## config.mk

```make
export PLATFORM = sky130hd
export DESIGN_NAME = proc_multicycle_param
export DESIGN_NICKNAME = d
export VERILOG_FILES = /design/src/rtl/proc_mc_pkg.sv /design/src/rtl/proc_rf_param.sv /design/src/rtl/proc_multicycle_param.sv
export SDC_FILE = /design/constraint.sdc
export NUM_CORES = 1
export LEC_CHECK = 0
export CAP_MARGIN = 20
export CORE_MARGIN = 2
export CORE_UTILIZATION = 56
export DETAILED_ROUTE_END_ITERATION = 6
export GPL_TIMING_DRIVEN = 0
export PLACE_DENSITY = 0.86
export SETUP_SLACK_MARGIN = 0.5
export SKIP_CTS_REPAIR_TIMING = 1
export SYNTH_ARGS = -nofsm -noshare
export SYNTH_HDL_FRONTEND = slang
export SYNTH_SLANG_ARGS = --single-unit
```

## constraint.sdc

```tcl
create_clock -name clk -period 3.54 [get_ports clk]
set_input_delay 1.062 -clock clk [delete_from_list [all_inputs] [get_ports clk]]
set_output_delay 1.062 -clock clk [all_outputs]
set_load 0.02 [all_outputs]
```

## src/rtl/proc_mc_pkg.sv

```systemverilog
// Shared opcodes, R-type function codes and FSM state encoding for the
// multicycle core and its register file.
package proc_mc_pkg;

  localparam logic [4:0] OP_HALT  = 5'b00000;
  localparam logic [4:0] OP_NOP   = 5'b00001;
  localparam logic [4:0] OP_ADDI  = 5'b01000;
  localparam logic [4:0] OP_SUBI  = 5'b01001;
  localparam logic [4:0] OP_XORI  = 5'b01010;
  localparam logic [4:0] OP_ANDNI = 5'b01011;
  localparam logic [4:0] OP_BEQZ  = 5'b01100;
  localparam logic [4:0] OP_BNEZ  = 5'b01101;
  localparam logic [4:0] OP_BLTZ  = 5'b01110;
  localparam logic [4:0] OP_BGEZ  = 5'b01111;
  localparam logic [4:0] OP_RTYPE = 5'b11011;

  localparam logic [1:0] FN_ADD  = 2'b00;
  localparam logic [1:0] FN_SUB  = 2'b01;
  localparam logic [1:0] FN_XOR  = 2'b10;
  localparam logic [1:0] FN_ANDN = 2'b11;

  typedef enum logic [2:0] {
    S_FETCH,
    S_DECODE,
    S_EXEC,
    S_WB,
    S_HALTED
  } state_t;

  function automatic logic op_legal(input logic [4:0] op);
    case (op)
      OP_HALT, OP_NOP, OP_ADDI, OP_SUBI, OP_XORI, OP_ANDNI,
      OP_BEQZ, OP_BNEZ, OP_BLTZ, OP_BGEZ, OP_RTYPE: op_legal = 1'b1;
      default:                                      op_legal = 1'b0;
    endcase
  endfunction

  function automatic logic op_writes(input logic [4:0] op);
    case (op)
      OP_ADDI, OP_SUBI, OP_XORI, OP_ANDNI, OP_RTYPE: op_writes = 1'b1;
      default:                                       op_writes = 1'b0;
    endcase
  endfunction

endpackage

```

## src/rtl/proc_rf_param.sv

```systemverilog
// NREG x DATA_W register file: two decode read ports, one debug read port,
// synchronous write and synchronous clear.
module proc_rf_param
  import proc_mc_pkg::*;
#(
  parameter int NREG   = 8,
  parameter int DATA_W = 16
) (
  input  logic              clk,
  input  logic              rst,
  input  logic              i_we,
  input  logic [2:0]        i_waddr,
  input  logic [DATA_W-1:0] i_wdata,
  input  logic [2:0]        i_raddr_a,
  input  logic [2:0]        i_raddr_b,
  input  logic [2:0]        i_dbg_sel,
  output logic [DATA_W-1:0] o_rdata_a,
  output logic [DATA_W-1:0] o_rdata_b,
  output logic [DATA_W-1:0] o_dbg_rdata
);

  logic [DATA_W-1:0] r_regs [NREG];

  always_ff @(posedge clk) begin
    if (rst) begin
      for (int i = 0; i < NREG; i++) r_regs[i] <= '0;
    end else if (i_we) begin
      r_regs[i_waddr] <= i_wdata;
    end
  end

  assign o_rdata_a   = r_regs[i_raddr_a];
  assign o_rdata_b   = r_regs[i_raddr_b];
  assign o_dbg_rdata = r_regs[i_dbg_sel];

endmodule

```

## src/rtl/proc_multicycle_param.sv

```systemverilog
// Multicycle 16-bit-instruction core on a DATA_W datapath with a
// ready-handshaked instruction fetch port, sticky halt and illegal-opcode error.
//
// state    | meaning
// FETCH    | request imem[pc]; latch ir when accepted
// DECODE   | latch operands A/B; HALT or illegal opcode stops here
// EXEC     | latch ALU result and branch-taken flag
// WB       | write rt/rd, advance or branch pc
// HALTED   | sticky until rst; no fetch, no writes
module proc_multicycle_param
  import proc_mc_pkg::*;
#(
  parameter int DATA_W = 16,
  parameter int PC_W   = 16,
  parameter int NREG   = 8
) (
  input  logic              clk,
  input  logic              rst,
  output logic              imem_req,
  output logic [PC_W-1:0]   imem_addr,
  input  logic              imem_ready,
  input  logic [15:0]       imem_rdata,
  output logic              halted,
  output logic              err,
  input  logic [2:0]        dbg_regsel,
  output logic [DATA_W-1:0] dbg_rdata
);

  state_t            r_state, w_state_nxt;
  logic              r_req, r_err, r_taken;
  logic [PC_W-1:0]   r_pc;
  logic [15:0]       r_ir;
  logic [DATA_W-1:0] r_a, r_b, r_res;

  logic [4:0]        w_op;
  logic [2:0]        w_rs, w_rt, w_rd, w_waddr;
  logic [1:0]        w_fn;
  logic [DATA_W-1:0] w_rf_a, w_rf_b, w_simm5, w_zimm5, w_alu;
  logic [PC_W-1:0]   w_off, w_pc_inc, w_pc_br;
  logic              w_taken, w_accept, w_we;

  assign w_op     = r_ir[15:11];
  assign w_rs     = r_ir[10:8];
  assign w_rt     = r_ir[7:5];
  assign w_rd     = r_ir[4:2];
  assign w_fn     = r_ir[1:0];
  assign w_simm5  = {{(DATA_W-5){r_ir[4]}}, r_ir[4:0]};
  assign w_zimm5  = {{(DATA_W-5){1'b0}}, r_ir[4:0]};
  assign w_off    = PC_W'($signed(r_ir[7:0]));
  assign w_pc_inc = r_pc + PC_W'(1);
  assign w_pc_br  = w_pc_inc + w_off;
  assign w_accept = r_req & imem_ready;
  assign w_we     = (r_state == S_WB) && op_writes(w_op);
  assign w_waddr  = (w_op == OP_RTYPE) ? w_rd : w_rt;

  proc_rf_param #(.NREG(NREG), .DATA_W(DATA_W)) u_rf (
    .clk        (clk),
    .rst        (rst),
    .i_we       (w_we),
    .i_waddr    (w_waddr),
    .i_wdata    (r_res),
    .i_raddr_a  (w_rs),
    .i_raddr_b  (w_rt),
    .i_dbg_sel  (dbg_regsel),
    .o_rdata_a  (w_rf_a),
    .o_rdata_b  (w_rf_b),
    .o_dbg_rdata(dbg_rdata)
  );

  always_comb begin
    w_alu   = '0;
    w_taken = 1'b0;
    case (w_op)
      OP_ADDI:  w_alu = r_a + w_simm5;
      OP_SUBI:  w_alu = w_simm5 - r_a;
      OP_XORI:  w_alu = r_a ^ w_zimm5;
      OP_ANDNI: w_alu = r_a & ~w_zimm5;
      OP_BEQZ:  w_taken = (r_a == '0);
      OP_BNEZ:  w_taken = (r_a != '0);
      OP_BLTZ:  w_taken = r_a[DATA_W-1];
      OP_BGEZ:  w_taken = ~r_a[DATA_W-1];
      OP_RTYPE: begin
        case (w_fn)
          FN_ADD:  w_alu = r_a + r_b;
          FN_SUB:  w_alu = r_b - r_a;
          FN_XOR:  w_alu = r_a ^ r_b;
          FN_ANDN: w_alu = r_a & ~r_b;
        endcase
      end
      default: ;
    endcase
  end

  always_comb begin
    w_state_nxt = r_state;
    case (r_state)
      S_FETCH:  if (w_accept) w_state_nxt = S_DECODE;
      S_DECODE: w_state_nxt = (w_op == OP_HALT || !op_legal(w_op)) ? S_HALTED : S_EXEC;
      S_EXEC:   w_state_nxt = S_WB;
      S_WB:     w_state_nxt = S_FETCH;
      S_HALTED: w_state_nxt = S_HALTED;
      default:  w_state_nxt = S_FETCH;
    endcase
  end

  // Request is registered so it is low straight out of reset and drops the cycle after acceptance.
  always_ff @(posedge clk) begin
    if (rst) begin
      r_state <= S_FETCH;
      r_req   <= 1'b0;
    end else begin
      r_state <= w_state_nxt;
      r_req   <= (w_state_nxt == S_FETCH);
    end
  end

  always_ff @(posedge clk) begin
    if (rst) begin
      r_pc    <= '0;
      r_ir    <= '0;
      r_a     <= '0;
      r_b     <= '0;
      r_res   <= '0;
      r_taken <= 1'b0;
      r_err   <= 1'b0;
    end else begin
      case (r_state)
        S_FETCH:  if (w_accept) r_ir <= imem_rdata;
        S_DECODE: begin
          r_a <= w_rf_a;
          r_b <= w_rf_b;
          if (!op_legal(w_op)) r_err <= 1'b1;
        end
        S_EXEC: begin
          r_res   <= w_alu;
          r_taken <= w_taken;
        end
        S_WB:     r_pc <= r_taken ? w_pc_br : w_pc_inc;
        default: ;
      endcase
    end
  end

  assign imem_req  = r_req;
  assign imem_addr = r_pc;
  assign halted    = (r_state == S_HALTED);
  assign err       = r_err;

endmodule
```

# Yosys cells after proc, flatten, opt, wreduce, memory -nomap -nowiden
# Memories as Yosys holds them, arrays and structs flattened. A register that Yosys moved wholly into a read port is not among the register bits.
# Cells that the tools add are included.
[word_totals] register_bits=54 latchBits=0 ramBits=128 romBits=64 in_bits=22 elab_cells=78 n_memories=3
[memory_table] memory="u_rf.r_regs" words=8 width=16 rd=3 rd_ports_with_merged_regs=2 write_ports=8 line="proc_rf_param.sv:22" text="logic [DATA_W-1:0] r_regs [NREG];"
[memory_table] memory="(name not given)" words=32 width=1 rd=1 rd_ports_with_merged_regs=1 write_ports=0 line="proc_mc_pkg.sv:31" text="case (op)"
[memory_table] memory="(name not given)" words=32 width=1 rd=1 rd_ports_with_merged_regs=1 write_ports=0 line="proc_mc_pkg.sv:31"
[classes] add_sub_neg=6 mul=0 div=0 n_lt_le_gt_ge=0 n_eq_ne=16 n_shift=0 mux=24 bitwise=9 reduce_logical=13
[ops] op="$pmux 16 s5" count=1
[ops] op="$pmux 16 s4" count=1
[ops] op="$add 16x16->16" count=3
[ops] op="$eq 5x4->1 const B" count=8
[ops] op="$and 16x16->16" count=2
[ops] op="$mux 16" count=2
[ops] op="$sub 16x16->16" count=2
[ops] op="$mux 5" count=4
[ops] op="$add 16x1->16 const B" count=1
[ops] op="$logic_not 16->1" count=1
[ops] op="$not 16->16" count=1
[ops] op="$not 5->16" count=1
[ops] op="$reduce_bool 16->1" count=1
[ops] op="$reduce_or 16->1" count=1
[ops] op="$xor 16x16->16" count=1
[ops] op="$xor 16x5->16" count=1
[ops] op="$mux 3" count=4
[ops] op="$pmux 3 s4" count=1
[ops] op="$mux 1" count=10
[ops] op="$eq 3x2->1 const B" count=2
[ops] op="$logic_not 3->1" count=2
[ops] op="$eq 5x5->1 const B" count=1
[ops] op="$logic_not 5->1" count=1
[ops] op="$reduce_or 5->1" count=1
[ops] op="12 further kinds" count=15

# Logic depth before layout (Yosys ltp)
# Gate-level depths: netlist of run 1.
[depth] word_depth=9 ltp_mapped=16

# Hierarchy
# From an unflattened synthesis of run 1, not the netlist that was laid out.
[unflattened] hier_cells=1454 hier_area_um2=15149.5
[modules_own_cells] module="proc_rf_param" instances=1 cells_each=487 area_per_inst_um2=8018.9 seq_area_each_um2=3843.7
[modules_own_cells] module="proc_multicycle_param" instances=1 cells_each=967 area_per_inst_um2=7130.6 seq_area_each_um2=1741.7

# Worst setup path before layout of run 1
# OpenSTA, ideal clock, no wires.
[synth_path] path_type="register to register" startpoint="register r_pc[4] (netlist: imem_addr[4])" endpoint="register r_pc[15] (netlist: imem_addr[15])" setup_ns=0.121 t_arrival_ns=3.677 required_ns=3.419 slack_ns=-0.258 path_stages_with_launch=15 n_path_buf=2 synth_period_minus_slack_ns=3.798 cell_sequence="dfxtp_1 -> clkbuf_1 -> nand2_1 -> or2_2 -> clkbuf_1 -> nor3b_1 -> xor2_1 -> ha_1 -> or3_1 -> o21ai_0 -> a211oi_1 -> or4_1 -> a31o_2 -> a21oi_1 -> mux2_2"
[synth_via] elab_chain_cells=3
[synth_lines] element="from (decl)" line="proc_multicycle_param.sv:31" text="logic [PC_W-1:0] r_pc;"
[synth_lines] element="from (signal assigned)" line="proc_multicycle_param.sv:138" text="S_WB: r_pc <= r_taken ? w_pc_br : w_pc_inc;"
[synth_lines] element="$add 16x1->16 *" line="proc_multicycle_param.sv:50" text="assign w_pc_inc = r_pc + PC_W'(1);"
[synth_lines] element="$add 16x16->16" line="proc_multicycle_param.sv:51" text="assign w_pc_br = w_pc_inc + w_off;"
[synth_lines] element="$mux 16 *" line="proc_multicycle_param.sv:138"
# Every way passes the cells marked *; elsewhere a longest branch is shown, timed or not.
# A chain may end at the register's enable or synchronous reset.

# Worst setup path after layout of run 1
[layout_path] startpoint="register r_a[1] (read register of u_rf.r_regs)" endpoint="register r_res[15]"
[layout_via] elab_chain_cells=3 elab_cells_between_ends=6 cone_classes="add/sub: 4; mux: 2"
[layout_lines] element="from (decl)" line="proc_multicycle_param.sv:33" text="logic [DATA_W-1:0] r_a, r_b, r_res;"
[layout_lines] element="$sub 16x16->16 or $add 16x16->16 (tied branches)" line="proc_multicycle_param.sv:85, proc_multicycle_param.sv:84"
[layout_lines] element="$pmux 16 s4" line="proc_multicycle_param.sv:83" text="case (w_fn)"
[layout_lines] element="$pmux 16 s5 *" line="proc_multicycle_param.sv:73" text="case (w_op)"
[layout_lines] element="to (signal assigned)" line="proc_multicycle_param.sv:135" text="r_res <= w_alu;"
[layout_lines] element="to (decl)" line="proc_multicycle_param.sv:33"
# Marks and branches as above.

==> flow_summary.ini, run 1 <==
[logic_synthesis]
postSynthAreaPerCell_um2 = 10.3
synthesis.area_mm2 = 0.0145
ys_ff_latch = 215
syn-num-nets = 1497
yosysTopAreaCell = edfxtp_1
synth.top_cell.area_share_pct = 26.5
ys_seq_area_share_pct = 38.4
synth_area_leaders = edfxtp_1 26%, mux4_2 15%, dfxtp_1 12%
ys_types = 66
synthCells = 1405
synthFlopType = edfxtp_1
synth_most_common_cell = nand2_1
synth_common_cells = 142 x nand2_1, 136 x and2_1, 128 x edfxtp_1
synth_edf_count = 128
ys.warnings.count = 0
synth-async-reset-ratio_pct = 0

[detailed_routing]
vias = 12700
wire_per_inst_um = 24.1
drtPass1Iterations = 5
ant_nets = 0
viasPerCell = 6.72
drt-initial-drc-count = 1677
totalWireLength_um = 45400
drcViolationCount = 0

[sta]
max_freq_mhz = 280
hold_viol = 0
fin_skew_ns = 0.0355
slew_headroom_pct = 32.4
final_max_slew_viol_count = 0
tightest_slew_ns = 1.01
fin_ws_ns = -0.0330
min_period_ns = 3.57
setup_violations = 1
period_share_pct = 101
rsz0062_at_grt = yes

[pwr]
peakVddDrop_mv = 0.400
p_per_area_mw_per_mm2 = 490
power.leakage_nw = 6.51
p_total_w = 0.00874

[setup_path]
endpoint_kind = flip-flop
crit_start = r_a[1]
path_class = reg2reg
crit_fanout = 6
cp.arrival_ns = 4.00
start_kind = flip-flop
worstPathRequired_ns = 3.97
r2r_start = r_a[1]

[final_layout]
fin_util_pct = 70.4
antenna_cells = 0
drive_gt1_share_pct = 25.8
area_growth_pct = 22.7
instances_no_fill = 1885
finalInstanceArea_mm2 = 0.0178
multi_input_area_mm2 = 0.00930
fillers = 1653
nets = 1629
regArea_mm2 = 0.00562

[grt]
grt_pass1_vias = 12100
grt_usage_pct = 31.7
grt_max_degree = 17
grt_first_pass_wirelength_um = 66300
overflow = 0
antenna_found_initial = 0

[clock_tree]
clock-sinks = 215
cts-root-buf = clkbuf_16
clk_latency_ns = 0.55
clockBufferDepth = 3
cts_tree = done
clk_pin_slew_ns = 0.07
cts_buffers = 24
cts.htree.levels = 1

[placed_design]
dp_hpwl_um = 32600
place_area_mm2 = 0.0158
port_buffers = 53
dp.cells = 1788
gp_congestion = 0.976

[floorplan]
dieArea_mm2 = 0.0272
start_util_pct = 57.4
io_pins = 57
die_width_um = 165
coreArea_mm2 = 0.0253
rows = 58
die_h_um = 165

[run]
cap_violations = 0

[run_status]
status = finished, violations left
violations = setup timing

[worst_hold_path]
hp-start = imem_addr[8]
hold_path.class = reg2reg
[worst paths after layout]
| path | end | slack, ns | cells past startpoint |
|---|---|---|---|
| worst max-delay path | r_res[15] | -0.03 | 15 |
| worst min-delay path | imem_addr[8] | 0.47 | 2 |
| worst max register to register | r_res[15] | -0.03 | 15 |
| worst min register to register | imem_addr[8] | 0.47 | 2 |
[cell type report]
class / count / share of cell area [%]
repair buffers: 106 / 5.51
plain buffers: 89 / 2.92
clock inverters: 16 / 0.857
well taps: 330 / 2.32
multi-input cells: 1060 / 52.2
flip-flops and latches: 215 / 31.5
clock buffers: 28 / 3.75
inverters: 41 / 0.899
[worst max-delay path, cell delays in order (launching register included)]
cell	delay (ns)
dfxtp_4	0.38
inv_4	0.07
ha_4	0.15
nand2_4	0.05
or3_4	0.37
or3_4	0.42
nor3_4	0.16
nor2_1	0.09
xnor2_1	0.15
ha_1	0.39
and2_1	0.18
o21ai_1	0.24
a2111oi_2	0.12
nor4b_2	0.31
xor2_1	0.28
o211ai_2	0.10
[where the power goes]
group	total [W]	switching [W]	internal, W
Combinational	0.00321	0.00178	0.00143
Clock	0.00261	0.00110	0.00151
Sequential	0.00292	0.000158	0.00276
Total	0.00874	0.00303	0.00570
[cell usage in the layout (no fill, tap or decap), drive strengths merged, types with 7 or more instances in the layout]
cell | synthesis | final
nor2 | 126 | 126
or2 | 10 | 10
edfxtp | 128 | 128
buf | 15 | 92
a311oi | 16 | 16
xor2 | 30 | 30
mux2 | 17 | 17
o21ai | 53 | 53
o21bai | 7 | 7
nor3 | 32 | 32
ha | 67 | 67
nand3 | 17 | 17
clkbuf | 74 | 95
clkdlybuf4s50 | 0 | 35
a211oi | 34 | 34
dfxtp | 87 | 87
a221oi | 12 | 12
o211ai | 11 | 11
inv | 40 | 44
a21oi | 74 | 74
clkinv | 1 | 8
mux4 | 96 | 96
xnor2 | 49 | 49
and2 | 137 | 137
or3 | 7 | 7
nand2 | 142 | 142
a31oi | 10 | 10
a21o | 12 | 12
mux2i | 23 | 23
[per-stage QoR]
stage | TNS, ns | hold WS [ns] | setup slack (ns)
global placement | -16.77 | 0.461 | -0.960
finish | -0.0330 | 0.474 | -0.0330
floorplan | 0 | 0.471 | 0.300
CTS | -19.23 | 0.476 | -1.06
detailed placement | -18.38 | 0.458 | -1.06
global route | -0.310 | 0.504 | -0.224
[logic make-up after synthesis]
logic type | count (synthesis) | synth area share (%)
AO/OA/AOI/OAI | 265 | 12.0
XOR/XNOR | 79 | 4.76
adder cells (fa/ha/maj) | 70 | 6.18
buffers and inverters | 130 | 3.42
flip-flops | 215 | 38.4
multiplexers | 136 | 17.8
AND/OR/NAND/NOR | 510 | 17.4
[sequential cells by signal (all words and copies together), names as in the netlist, named ones only]
name	count
r_a	16
imem_req	1
r_b	16
u_rf.r_regs	128
r_taken	1
r_res	16
err	1
r_state	3
r_ir	16
imem_addr	16
[metal layers]
layer	part of all wire, %	vias up	global-route usage [%]
met4	5.2	0	13.6
met1	36	6038	41.3
met2	48	939	53.0
met3	11	222	4.82
li1	-	5459	-
met5	0	-	0
Power figures use the tool's default switching activity.
==> inputs of run 2 (changes only) <==
--- a/config.mk
+++ b/config.mk
@@ -6,7 +6,6 @@
 export NUM_CORES = 1
 export LEC_CHECK = 0
 export CAP_MARGIN = 20
-export CORE_MARGIN = 2
 export CORE_UTILIZATION = 56
 export DETAILED_ROUTE_END_ITERATION = 6
 export GPL_TIMING_DRIVEN = 0
@@ -16,3 +15,4 @@
 export SYNTH_ARGS = -nofsm -noshare
 export SYNTH_HDL_FRONTEND = slang
 export SYNTH_SLANG_ARGS = --single-unit
+export TNS_END_PERCENT = 100
==> run 2 against run 1 <==
The flow finishes with violations (DRC, setup timing). Critical path depth down 1. Via count fell by 0.63%. Flip-flop and latch count is the same. Global-route usage is 0.58 points higher. Final area increased by 0.75%. Count of clock-buffer cells in the layout up 8. Setup slack worse by 0.043 ns. Clock power grew 7%. Total power rose by 3.1%. First-iteration DRC count grew 16%. Wire length down 1.6%. Largest cell class unchanged.
==> flow_summary.ini, run 2 (synthesized netlist as in run 1, its figures left out) <==
[final_layout]
antenna_cells = 0
nets = 1633
finalInstanceArea_mm2 = 0.0180
drive_gt1_share_pct = 25.6
largest_register_ffs = 128
final_cell_mix = 134 x nand2_1, 134 x and2_1, 128 x edfxtp_1
area_growth_pct = 23.6
fin_util_pct = 70.9
top_register = u_rf.r_regs
instances_no_fill = 1889

[pwr]
p_total_w = 0.00901
peakVddDrop_mv = 0.498
power.leakage_nw = 6.56
p_per_area_mw_per_mm2 = 502

[sta]
rsz0062_at_grt = yes
slew_headroom_pct = 33.6
fin_ws_ns = -0.0759
period_share_pct = 102
hold_viol = 0
setup_violations = 1
final_max_slew_viol_count = 0
tightest_slew_ns = 0.996
max_freq_mhz = 277
setup_tns_ns = -0.0759
min_period_ns = 3.62
fin_skew_ns = 0.0207

[setup_path]
endpoint_kind = flip-flop
r2r_start = r_a[5]
worstPathRequired_ns = 3.94
worst-r2r-setup-slack_ns = -0.08
path_class = reg2reg
cp.arrival_ns = 4.02
crit_fanout = 7
start_kind = flip-flop
reg2regPathDepth = 14
timing.rr.end = r_res[15]

[clock_tree]
clk_latency_ns = 0.54
cts_tree = done
clock-sinks = 215
cts_buffers = 24
cts-root-buf = clkbuf_16
cts.htree.levels = 1
clockBufferDepth = 3
clk_pin_slew_ns = 0.06

[grt]
antenna_found_initial = 0
grt_usage_pct = 32.3
grt_max_degree = 17
overflow = 0
grt_pass1_vias = 11900
grt_first_pass_wirelength_um = 66000

[placed_design]
place_area_mm2 = 0.0158
port_buffers = 53
dp_hpwl_um = 32300
dp.cells = 1788
gp_congestion = 0.996

[floorplan]
start_util_pct = 57.4
die_width_um = 163
die_h_um = 163
coreArea_mm2 = 0.0253
rows = 58
io_pins = 57
dieArea_mm2 = 0.0266

[detailed_routing]
drt-initial-drc-count = 1937
totalWireLength_um = 44700
ant_nets = 0
viasPerCell = 6.66
drtPass1Iterations = 7
drcViolationCount = 1
wire_per_inst_um = 23.6
vias = 12600

[worst_hold_path]
hold_path.class = reg2reg
hp-start = err
min_path_cells = 2
worstHoldEndpoint = err

[run_status]
status = finished, violations left
violations = DRC, setup timing

[run]
cap_violations = 0
## run 2: cell types whose count changed in the layout (fill, tap and decap cells not counted), sizes merged
cell	before	now
clkinv	8	4
clkbuf	95	106
inv	44	41
clkinvlp	3	2
buf	92	93
## run 2: where the power goes
part	total, W	leakage, nW	switching, W	internal [W]
Clock	0.00279	0.447	0.00109	0.00170
Sequential	0.00292	2.04	0.000157	0.00276
Combinational	0.00330	4.08	0.00177	0.00154
## run 2: final cells by class
cell class / count / area [um^2]
flip-flops and latches: 215 / 5620
repair buffers: 110 / 1060
plain buffers: 89 / 512
clock inverters: 8 / 131
clock buffers: 36 / 783
fillers: 1694 / 7370
inverters: 41 / 160
multi-input cells: 1060 / 9270
well taps: 330 / 413
## run 2: critical path, cell delays in order, from the launching register on
cell,delay (ns)
dfxtp_1,0.32
clkbuf_1,0.24
or3_4,0.48
nor3_4,0.16
nor2_2,0.06
xnor2_1,0.20
ha_1,0.31
a21oi_1,0.17
o21ai_1,0.10
or3_1,0.34
o211ai_1,0.28
a2111oi_2,0.13
nor4b_2,0.39
xor2_1,0.22
o211ai_2,0.10
## run 2: how the worst max path moves through the flow
stage,from,to,cells past startpoint
2_1_floorplan,imem_addr[4],imem_addr[15],14
3_3_place_gp,dbg_regsel[1],dbg_rdata[5],5
3_5_place_dp,dbg_regsel[1],dbg_rdata[3],5
4_1_cts,dbg_regsel[1],dbg_rdata[5],5
5_1_grt,r_a[2],r_res[15],14
6_report,r_a[5],r_res[15],14
## run 2: routing by layer
metal  share of wire, %  wire length (um)  up-vias  track usage (%)
met1                 37             16500     6023             43.0
met5                  0                 0        -                0
met4                4.4              1950        0             13.3
met3                 11              4850      183             4.95
met2                 48             21400      899             52.7
li1                   -                 -     5473                -
## run 2: stage by stage
step	setup slack, ns	hold slack, ns
final	-0.0759	0.490
after global routing	-0.141	0.530
after CTS	-1.10	0.482
after detailed placement	-1.09	0.470
after global placement	-0.982	0.461
after floorplan	0.300	0.471
